--- src/rtl/bit_serial_adder_pkg.sv ---
// bit_serial_adder_pkg: shared state encoding and default width for the bit-serial adder.
package bit_serial_adder_pkg;
  typedef enum logic [1:0] {IDLE = 2'd0, SHIFT = 2'd1, DONE = 2'd2} state_t;
  localparam int DEFAULT_WIDTH = 8;
endpackage

--- src/rtl/bit_serial_adder_full_adder_bit.sv ---
// full_adder_bit: single full-adder cell, XOR sum and majority carry, matching the downstream netlist cell.
module full_adder_bit (
  input  logic a,
  input  logic b,
  input  logic ci,
  output logic s,
  output logic co
);
  assign s  = a ^ b ^ ci;
  assign co = (a & b) | (a & ci) | (b & ci);
endmodule

--- src/rtl/bit_serial_adder.sv ---
// bit_serial_adder: latches two operands and a carry, then adds them LSB-first through one full-adder cell.
module bit_serial_adder
  import bit_serial_adder_pkg::*;
#(
  parameter int WIDTH = DEFAULT_WIDTH
) (
  input  logic             clk,
  input  logic             rst,
  input  logic             start,
  input  logic [WIDTH-1:0] a_in,
  input  logic [WIDTH-1:0] b_in,
  input  logic             cin,
  output logic             busy,
  output logic             done,
  output logic [WIDTH-1:0] sum,
  output logic             cout,
  output logic             ser_a,
  output logic             ser_b,
  output logic             ser_c,
  output logic             ser_sum
);
  localparam int CW = $clog2(WIDTH + 1);
  state_t           state_q, state_d;
  logic [WIDTH-1:0] a_q, a_d, b_q, b_d, sum_q, sum_d, sum_sh;
  logic [CW-1:0]    cnt_q, cnt_d;
  logic             carry_q, carry_d, cout_q, cout_d, s, co;
  full_adder_bit u_fa (.a(a_q[0]), .b(b_q[0]), .ci(carry_q), .s(s), .co(co));
  // New sum bit enters at the MSB so the result is LSB-aligned after WIDTH shifts.
  if (WIDTH == 1) begin : g_sh1
    assign sum_sh = s;
  end else begin : g_shn
    assign sum_sh = {s, sum_q[WIDTH-1:1]};
  end
  always_comb begin
    state_d = state_q;
    a_d     = a_q;
    b_d     = b_q;
    carry_d = carry_q;
    cnt_d   = cnt_q;
    sum_d   = sum_q;
    cout_d  = cout_q;
    if (state_q == IDLE && start) begin
      a_d     = a_in;
      b_d     = b_in;
      carry_d = cin;
      cnt_d   = '0;
      sum_d   = '0;
      state_d = SHIFT;
    end else if (state_q == SHIFT) begin
      a_d     = a_q >> 1;
      b_d     = b_q >> 1;
      carry_d = co;
      cnt_d   = cnt_q + CW'(1);
      sum_d   = sum_sh;
      state_d = (cnt_q == CW'(WIDTH - 1)) ? DONE : SHIFT;
      cout_d  = (cnt_q == CW'(WIDTH - 1)) ? co : cout_q;
    end else if (state_q == DONE) begin
      state_d = IDLE;
    end
  end
  always_ff @(posedge clk) begin
    if (rst) begin
      state_q <= IDLE;
      a_q     <= '0;
      b_q     <= '0;
      carry_q <= 1'b0;
      cnt_q   <= '0;
      sum_q   <= '0;
      cout_q  <= 1'b0;
    end else begin
      state_q <= state_d;
      a_q     <= a_d;
      b_q     <= b_d;
      carry_q <= carry_d;
      cnt_q   <= cnt_d;
      sum_q   <= sum_d;
      cout_q  <= cout_d;
    end
  end
  assign busy    = state_q != IDLE;
  assign done    = state_q == DONE;
  assign sum     = sum_q;
  assign cout    = cout_q;
  assign ser_a   = a_q[0];
  assign ser_b   = b_q[0];
  assign ser_c   = carry_q;
  assign ser_sum = s;
endmodule

--- config.mk ---
export PLATFORM = sky130hd
export DESIGN_NAME = bit_serial_adder
export DESIGN_NICKNAME = d
export VERILOG_FILES = /design/src/rtl/bit_serial_adder_pkg.sv /design/src/rtl/bit_serial_adder_full_adder_bit.sv /design/src/rtl/bit_serial_adder.sv
export SDC_FILE = /design/constraint.sdc
export NUM_CORES = 1
export LEC_CHECK = 0
export CAP_MARGIN = 20
export CELL_PAD_IN_SITES_DETAIL_PLACEMENT = 2
export CELL_PAD_IN_SITES_GLOBAL_PLACEMENT = 2
export CORE_ASPECT_RATIO = 1.5
export CORE_UTILIZATION = 31
export CTS_BUF_LIST = sky130_fd_sc_hd__clkbuf_8
export DETAILED_ROUTE_END_ITERATION = 12
export PLACE_DENSITY = 0.84
export SLEW_MARGIN = 10
export SYNTH_ARGS = -nofsm -noshare
export SYNTH_HDL_FRONTEND = slang
export SYNTH_SLANG_ARGS = --single-unit
--- constraint.sdc ---
create_clock -name clk -period 1.6 [get_ports clk]
set_input_delay 0.32 -clock clk [delete_from_list [all_inputs] [get_ports clk]]
set_output_delay 0.32 -clock clk [all_outputs]
set_load 0.01 [all_outputs]
==> flow_summary.json, run 1 <==
{
  "status": "complete, but fails checks",
  "violations": "DRC, setup timing",
  "syn_nets": 166,
  "synth_cell_type_count": 24,
  "fin_crit_ns": 1.66,
  "area_delta_synth_final_pct": 35.7,
  "yosysSeqAreaShare": 0.452,
  "synth-async-reset-ratio": 0,
  "synthFlopType": "dfxtp_1",
  "slowest_delay_ns": 0.58,
  "path_class": "register to primary output",
  "drive_above_1_share": 0.121,
  "grt_max_degree": 31,
  "clkLatencyLatePin_ns": 0.29,
  "path_clk_slew_ns": 0.06,
  "syn_inst": 140,
  "boundaryPins": 35,
  "wl_per_cell_um": 16.0,
  "synth_top_cell_by_area": "dfxtp_1",
  "cts_tree": "done",
  "port_buffers": 34,
  "place_area_mm2": 0.00185,
  "rsz0062_at_grt": "true",
  "synth_top_area_frac": 0.452,
  "numCtsBuffers": 5,
  "cts_hold_buf": 0,
  "antenna_found_initial": 0,
  "synth.avg_cell_area_um2": 10.1,
  "core_mm2": 0.00432,
  "worstPathMaxFanout": 2,
  "overflow": 0,
  "rows": 29,
  "min_path_type": "register to register",
  "wirelength_mm": 3.66,
  "setup_ws_ns": -0.0609,
  "cp.arrival_ns": 1.34,
  "ys_seq_elements": 32,
  "ir_drop_mv": 0.416,
  "synth_area_leaders": "dfxtp_1 (45%), mux2i_1 (18%), a211oi_1 (7.9%)",
  "antenna_left": 0,
  "firstDrtPassIters": 8,
  "cts_root_buf": "clkbuf_8",
  "dieWidth_um": 57.2,
  "place_congestion": 0.691,
  "num_antenna_cells": 0,
  "h-tree-depth": 2,
  "die_h_um": 84.8,
  "tightestPinTransition_ns": 0.243,
  "grt_pass1_wl_mm": 6.17,
  "clkSinkCount": 32,
  "stdcell_area_mm2": 0.00192,
  "worst_hold_slack_ns": 0.488,
  "finalNetCount": 208,
  "p_leak_uw": 0.000780,
  "grtUsageTotal": 0.168,
  "die_area_mm2": 0.00485,
  "synth_edf_count": 0,
  "hpwl_mm": 2.79,
  "via_per_inst": 5.18,
  "cp_slowest_cell": "fa_1",
  "yosysWarnings": 0,
  "path_cells": "fa_1 > buf_2",
  "fin_crit_sh": 1.04,
  "hold_viol": 0,
  "setup_violations": 1,
  "fin_util": 0.446,
  "drc": 8,
  "tns_ns": -0.0609,
  "slew-limit-headroom": 0.837,
  "syn_area_mm2": 0.00142,
  "cts_setup_buffers": 0,
  "cp-start-kind": "register",
  "drv_cap": 0,
  "final_common_cell": "dfxtp_1",
  "mostFrequentLayoutCells": "dfxtp_1 (30), nor2_1 (28), clkdlybuf4s50_1 (28)",
  "clockBufferDepth": 2,
  "vias": 1181,
  "critPathRequiredTime_ns": 1.28,
  "fillers": 471,
  "grt_pass1_vias": 1316,
  "power_density_mw_per_mm2": 951,
  "start_util": 0.328,
  "finalMaxSlewViolations": 0,
  "end_kind": "primary output",
  "max_freq_mhz": 602,
  "fin_skew_ns": 0.00534,
  "drt-initial-drc-count": 13
}
-- Yosys cell counts (2+ instances only) --
library cell / n
mux2i_1: 25
ha_1: 5
a211oi_1: 15
xor2_1: 2
buf_4: 3
nor2_1: 28
nand3_1: 2
a21oi_1: 4
dfxtp_1: 32
nand2_1: 3
buf_6: 2
inv_1: 3
nand3b_1: 3
buf_2: 3
-- path summary, 6_finish.rpt --
check        startpoint       end  slack [ns]  depth (start not counted)
max              b_q[0]   ser_sum       -0.06                          2
min              a_q[7]    a_q[7]        0.49                          2
max reg2reg  state_q[0]  cnt_q[3]        0.18                          6
min reg2reg      a_q[7]    a_q[7]        0.49                          2
-- cell families (layout without fill, tap and decap cells) --
group                      after synthesis  in the layout  synth area share
and+or+nand+nor                         41             41             0.130
DFF                                     32             32             0.452
muxes                                   25             25             0.177
AOI/OAI and AO/OA                       20             20            0.0980
buffers and inverters                   13             55            0.0671
adders and majority gates                6              6            0.0583
xor gates and xnor gates                 3              3            0.0185
-- registers in the layout, summed over array words and instances, names as in the netlist --
signal   flops
a_q          8
b_q          8
sum          8
cnt_q        4
state_q      2
cout         1
ser_c        1
-- metrics by stage --
step / cells / setup slack [ns] / total power [uW]
3_5_place_dp: 221 / -0.172 / 1290
5_1_grt: 228 / -0.105 / 1920
2_1_floorplan: 140 / 0.334 / 1120
6_report: 228 / -0.0609 / 1830
3_3_place_gp: 221 / -0.113 / 1260
4_1_cts: 228 / -0.161 / 1850
-- critical path: cells and delay by family (launching register included) --
| kind | cells | cell delay, ns |
|---|---|---|
| flip-flops | 1 | 0.34 |
| adder cells (fa/ha/maj) | 1 | 0.58 |
| buffers and inverters | 1 | 0.14 |
-- metal layers --
metal  vias to the layer above  global-route usage  share of wire
met5                         -                   0              0
met4                         0              0.0687          0.020
met3                         8              0.0427          0.038
met2                        32               0.323           0.58
met1                       575               0.166           0.36
li1                        566                   -              -
-- cell type report --
type | instances | area [um^2] | area share
Multi-Input combinational cell | 95 | 684 | 0.356
Inverter | 3 | 11.3 | 0.00585
Clock inverter | 2 | 8.76 | 0.00455
Timing Repair Buffer | 45 | 450 | 0.234
Clock buffer | 5 | 68.8 | 0.0358
Tap cell | 46 | 57.6 | 0.0299
Sequential cell | 32 | 643 | 0.334
-- where the power goes --
| group | total (uW) | leakage (uW) | switching (uW) | internal, uW |
|---|---|---|---|---|
| Sequential | 881 | 0.000263 | 31.7 | 849 |
| Clock | 578 | 0.0000452 | 289 | 289 |
| Combinational | 372 | 0.000472 | 173 | 198 |
-- timing repair --
| item | CTS | global route |
|---|---|---|
| pin swaps | 0 | 1 |
| resized for setup | 11 | 3 |
| endpoints found under the setup margin | 6 | 2 |
Power figures use the tool's default switching activity.
==> inputs of run 2 (changes only) <==
- ABC_AREA: unset -> 1
- CORE_UTILIZATION: 31 -> 29
- PLACE_DENSITY: 0.84 -> 0.85
==> run 2 against run 1 <==
  * Power up 29%
  * The run ends with setup timing left
  * Sequential power up 4.0%
  * Sequential share of layout area decreased by 2.7 points
  * Synthesized cell count is 53% higher
  * Synthesized area increased by 11%
  * Maximum frequency increased by 0.15%
  * Non-clock buffer count increased by 1
==> flow_summary.json, run 2 <==
{
  "status": "complete, but fails checks",
  "violations": "setup timing",
  "dieWidth_um": 62.0,
  "fin_crit_ns": 1.66,
  "fin_skew_ns": 0.00354,
  "r2r_end": "b_q[5]",
  "max_freq_mhz": 603,
  "synth.most_common_cell": "nand2_1",
  "num_antenna_cells": 0,
  "numCtsBuffers": 5,
  "clockBufferDepth": 2,
  "slew-limit-headroom": 0.830,
  "clkLatencyLatePin_ns": 0.29,
  "firstDrtPassIters": 4,
  "finalMaxSlewViolations": 0,
  "die_h_um": 92.0,
  "syn_area_mm2": 0.00157,
  "critPathRequiredTime_ns": 1.28,
  "synth_area_leaders": "dfxtp_1 (41%), nand2_1 (14%), nand3_1 (14%)",
  "swShare": 0.322,
  "synth_xor_area_frac": 0,
  "power_frac_clock": 0.324,
  "power_density_mw_per_mm2": 1130,
  "min_to": "sum[0]",
  "yosysSeqAreaShare": 0.409,
  "finalNetCount": 281,
  "port_buffers": 34,
  "place_congestion": 0.770,
  "clkSinkCount": 32,
  "via_per_inst": 4.78,
  "timing.reg2reg.setup_slack_ns": 0.15,
  "drc": 0,
  "min-delay-start": "sum[0]",
  "path_clk_slew_ns": 0.07,
  "pwr-share-seq": 0.387,
  "reg2reg_from": "state_q[1]",
  "synth.mux.area_fraction": 0,
  "vias": 1549,
  "yosys.area_share.simple": 0.344,
  "worstPathMaxFanout": 2,
  "drive_above_1_share": 0.145,
  "ir_drop_mv": 0.457,
  "wl_per_cell_um": 15.1,
  "hold_viol": 0,
  "min_path_type": "register to register",
  "overflow": 0,
  "hold_path_depth": 2,
  "rsz0062_at_grt": "true",
  "reg2reg_depth": 8,
  "fin_crit_sh": 1.04,
  "hpwl_mm": 3.27,
  "die_area_mm2": 0.00571,
  "cp.arrival_ns": 1.34,
  "syn_nets": 240,
  "grt_pass1_vias": 1723,
  "area_delta_synth_final_pct": 33.9,
  "h-tree-depth": 2,
  "cp-start-kind": "register",
  "p_switching_uw": 764,
  "antenna_found_initial": 0,
  "cts_tree": "done",
  "synth_adder_area_share": 0.0527,
  "path_class": "register to primary output",
  "rows": 32,
  "grt_max_degree": 31,
  "synth_cell_type_count": 21,
  "cts_setup_buffers": 0,
  "drt-initial-drc-count": 57,
  "cts_root_buf": "clkbuf_8",
  "synth_top_area_frac": 0.409,
  "end_kind": "primary output",
  "dp_slack_ns": -0.176,
  "p_leak_uw": 0.000973,
  "drv_cap": 0,
  "synth_compound_area_frac": 0.0671,
  "setup_ws_ns": -0.0584,
  "wirelength_mm": 4.90,
  "yosysWarnings": 0,
  "synth-async-reset-ratio": 0,
  "internal_power_uw": 1600,
  "synth_top_family_by_area": "simple AND/OR/NAND/NOR gates",
  "grt_pass1_wl_mm": 8.14,
  "ys_seq_elements": 32,
  "synth_common_cells": "nand2_1 (60), nand3_1 (45), dfxtp_1 (32)",
  "final_common_cell": "nand2_1",
  "boundaryPins": 35,
  "combPwrFrac": 0.290,
  "antenna_left": 0,
  "grtUsageTotal": 0.196,
  "setup_violations": 1,
  "syn_inst": 214,
  "mostFrequentLayoutCells": "nand2_1 (60), nand3_1 (45), dfxtp_1 (29)",
  "core_mm2": 0.00516,
  "tightestPinTransition_ns": 0.255,
  "start_util": 0.303,
  "synth_top_cell_by_area": "dfxtp_1",
  "synthFlopType": "dfxtp_1",
  "worst_hold_slack_ns": 0.477,
  "cts_hold_buf": 0,
  "synth_edf_count": 0,
  "synth.avg_cell_area_um2": 7.32
}
run 2: changes by cell type after synthesis, moves of 3 or more:
cell / change
nand3b_1: -3
inv_2: +3
nand2_2: +4
inv_1: +18
mux2i_1: -25
a21oi_1: +9
a211oi_1: -15
nand3_1: +43
nor2_1: -19
buf_6: +3
nand2_1: +57
run 2: worst max-delay path, cell delays in order (launching register included):
cell and delay [ns]:
dfxtp_2 0.34, fa_1 0.57, buf_2 0.15
run 2: timing repair:
action,in CTS,in global routing
resized for setup,11,4
pin swaps,1,0
endpoints found under the setup margin,6,3
run 2: kinds of logic (layout without fill, tap and decap cells):
family | Yosys count | count (layout)
AND/OR/NAND/NOR | 122 | 122
buffers and inverters | 36 | 78
flip-flops | 32 | 32
AO/OA/AOI/OAI | 18 | 18
adder cells (fa/ha/maj) | 6 | 6
run 2: layer usage:
metal | global-route usage | vias to the layer above | routed length [um]
met1 | 0.203 | 740 | 1920
met5 | 0 | - | 0
li1 | - | 760 | -
met3 | 0.0465 | 14 | 147
met4 | 0.0870 | 0 | 155
met2 | 0.351 | 35 | 2680
run 2: power by group through the flow:
stage          Clock, uW  Sequential, uW  Combinational (uW)
2_1_floorplan          0             924                 454
6_report             766             916                 686
4_1_cts              789             915                 703
3_5_place_dp           0             929                 697
5_1_grt              828             925                 757
3_3_place_gp           0             924                 676
run 2: layout make-up:
| class | count | area, um^2 |
|---|---|---|
| Multi-Input combinational cell | 146 | 727 |
| Clock inverter | 3 | 38.8 |
| Fill cell | 593 | 3070 |
| Inverter | 24 | 90.1 |
| Sequential cell | 32 | 644 |
| Tap cell | 68 | 85.1 |
| Timing Repair Buffer | 46 | 443 |
| Clock buffer | 5 | 68.8 |
run 2: worst max path at each step:
stage	start	endpoint	cells past startpoint
after floorplan	state_q[0]	state_q[0]	8
after global placement	a_q[0]	ser_sum	2
after detailed placement	a_q[0]	ser_sum	2
after CTS	ser_c	ser_sum	2
after global routing	ser_c	ser_sum	2
final	ser_c	ser_sum	2
run 2: through the flow:
stage	total power [uW]	TNS, ns	instance area, um^2	util	cells
detailed placement	1630	-0.176	2000	0.387	316
finish	2370	-0.0584	2100	0.406	324
global route	2510	-0.0974	2100	0.406	324
CTS	2410	-0.0774	2100	0.406	324
floorplan	1380	0	1570	-	214
global placement	1600	-0.141	2000	0.387	316
==> inputs of run 3 (changes only) <==
- CORE_UTILIZATION: 29 -> 27
- CTS_BUF_LIST: sky130_fd_sc_hd__clkbuf_8 -> unset
- PLACE_DENSITY: 0.85 -> 0.8
==> run 3 against run 2 <==
  * Worst setup slack better by 0.033 ns
  * Cell count up 1.5%
  * Register-to-register slack about the same
  * Via count increased by 0.90%
  * The flow still finishes with violations (setup timing)
  * First-iteration DRC count shrank 60%
  * Non-clock buffer count is 3 higher
  * Clock skew down 0.0012 ns
  * Sequential power hardly changed
  * Critical endpoint unchanged
  * Final area barely moved
  * Clock-buffer cell count up 3
  * Core utilization down 2.7 points
==> flow_summary.json, run 3 (synthesis gave the netlist of run 2 again) <==
{
  "status": "complete, but fails checks",
  "violations": "setup timing",
  "reg2reg_depth": 8,
  "worstPathMaxFanout": 2,
  "cts_root_buf": "clkbuf_8",
  "mostFrequentLayoutCells": "nand2_1 (60), nand3_1 (45), dfxtp_1 (28), clkdlybuf4s50_1 (28), inv_1 (21)",
  "place_area_mm2": 0.00201,
  "start_util": 0.283,
  "drc": 0,
  "boundaryPins": 35,
  "setup_violations": 1,
  "drive_above_1_share": 0.154,
  "wl_per_cell_um": 15.0,
  "dpl.cell_count": 321,
  "core_mm2": 0.00553,
  "fin_crit_sh": 1.02,
  "grt_max_degree": 19,
  "grtUsageTotal": 0.177,
  "hold_viol": 0,
  "min_path_type": "register to register",
  "p_leak_uw": 0.000953,
  "rsz0062_at_grt": "true",
  "rows": 33,
  "max_freq_mhz": 615,
  "end_kind": "primary output",
  "clockBufferDepth": 2,
  "hold_path_depth": 2,
  "vias": 1563,
  "cts_tree": "done",
  "drv_cap": 0,
  "fillers": 687,
  "clkSinkCount": 32,
  "numCtsBuffers": 5,
  "reg2reg_from": "state_q[0]",
  "grt_pass1_vias": 1728,
  "tightestPinTransition_ns": 0.226,
  "place_congestion": 0.722,
  "timing.reg2reg.setup_slack_ns": 0.16,
  "hpwl_mm": 3.37,
  "path_cells": "fa_1 > buf_2",
  "tns_ns": -0.0252,
  "path_class": "register to primary output",
  "min_to": "sum[4]",
  "worst-path-buf-inv": 1,
  "cp_top_family": "adder cells",
  "overflow": 0,
  "dieWidth_um": 64.2,
  "power_density_mw_per_mm2": 1080,
  "die_area_mm2": 0.00612,
  "antenna_left": 0,
  "finalMaxSlewViolations": 0,
  "num_antenna_cells": 0,
  "layoutNonFillerInstCount": 329,
  "finalNetCount": 284,
  "via_per_inst": 4.75,
  "h-tree-depth": 2,
  "final_common_cell": "nand2_1",
  "path_clk_slew_ns": 0.07,
  "setup_ws_ns": -0.0252,
  "slowest_delay_ns": 0.56,
  "stdcell_area_mm2": 0.00210,
  "fin_skew_ns": 0.00233,
  "grt_pass1_wl_mm": 8.14,
  "cp-start-kind": "register",
  "cp_slowest_cell": "fa_1",
  "die_h_um": 95.3,
  "area_delta_synth_final_pct": 33.9,
  "min-delay-start": "sum[5]",
  "wirelength_mm": 4.93,
  "cts_hold_buf": 0,
  "antenna_found_initial": 0,
  "cts_setup_buffers": 0,
  "cp.arrival_ns": 1.31,
  "ir_drop_mv": 0.472,
  "fin_crit_ns": 1.63,
  "firstDrtPassIters": 4,
  "r2r_end": "b_q[0]",
  "critPathRequiredTime_ns": 1.28,
  "port_buffers": 34,
  "slew-limit-headroom": 0.849,
  "clkLatencyLatePin_ns": 0.28,
  "drt-initial-drc-count": 23
}
[run 3: worst register-to-register path: stages, from the launching register on]
cell	delay, ns
dfxtp_2	0.34
inv_1	0.07
ha_1	0.24
nand2_4	0.16
buf_4	0.21
nand3_1	0.11
nand3_1	0.12
nand2_1	0.08
inv_1	0.05
[run 3: where the power goes]
part | total [uW] | switching [uW] | internal, uW | leakage (uW)
logic | 695 | 407 | 288 | 0.000645
registers | 915 | 45.4 | 870 | 0.000262
clock network | 656 | 305 | 351 | 0.0000455
total | 2270 | 757 | 1510 | 0.000953
[run 3: area by class of cell]
class | instances | area [um^2] | share of cell area
multi-input cells | 146 | 732 | 0.349
repair buffers | 49 | 450 | 0.215
flip-flops and latches | 32 | 646 | 0.308
inverters | 24 | 92.6 | 0.0441
clock buffers | 8 | 90.1 | 0.0429
well taps | 70 | 87.6 | 0.0417
[run 3: worst max path at each step]
stage,slack (ns),endpoint,cells after the start,from
after global routing,-0.09,ser_sum,2,ser_c
after floorplan,0.32,state_q[0],8,state_q[0]
after global placement,-0.12,ser_sum,2,a_q[0]
after detailed placement,-0.14,ser_sum,2,a_q[0]
after CTS,-0.05,ser_sum,2,b_q[0]
final,-0.03,ser_sum,2,ser_c
[run 3: timing repair]
action / 4_1_cts / 5_1_grt
pin swaps: 1 / 1
setup endpoints to repair: 6 / 3
cloned: 0 / 0
endpoints found under the hold margin: 0 / 0
gates resized for setup: 12 / 6
[run 3: metrics by stage]
stage	power [uW]	setup WS, ns	hold slack [ns]	utilization
floorplan	1380	0.317	0.382	-
CTS	2300	-0.0477	0.485	0.378
global route	2410	-0.0891	0.513	0.379
detailed placement	1630	-0.143	0.474	0.363
global placement	1610	-0.120	0.452	0.363
finish	2270	-0.0252	0.480	0.379
[run 3: per-layer routing]
| layer | GRT usage | vias up | wire [um] |
|---|---|---|---|
| met1 | 0.171 | 773 | 1900 |
| met3 | 0.0359 | 6 | 107 |
| li1 | - | 763 | - |
| met4 | 0.0630 | 0 | 64 |
| met2 | 0.362 | 21 | 2850 |
| met5 | 0 | - | 0 |
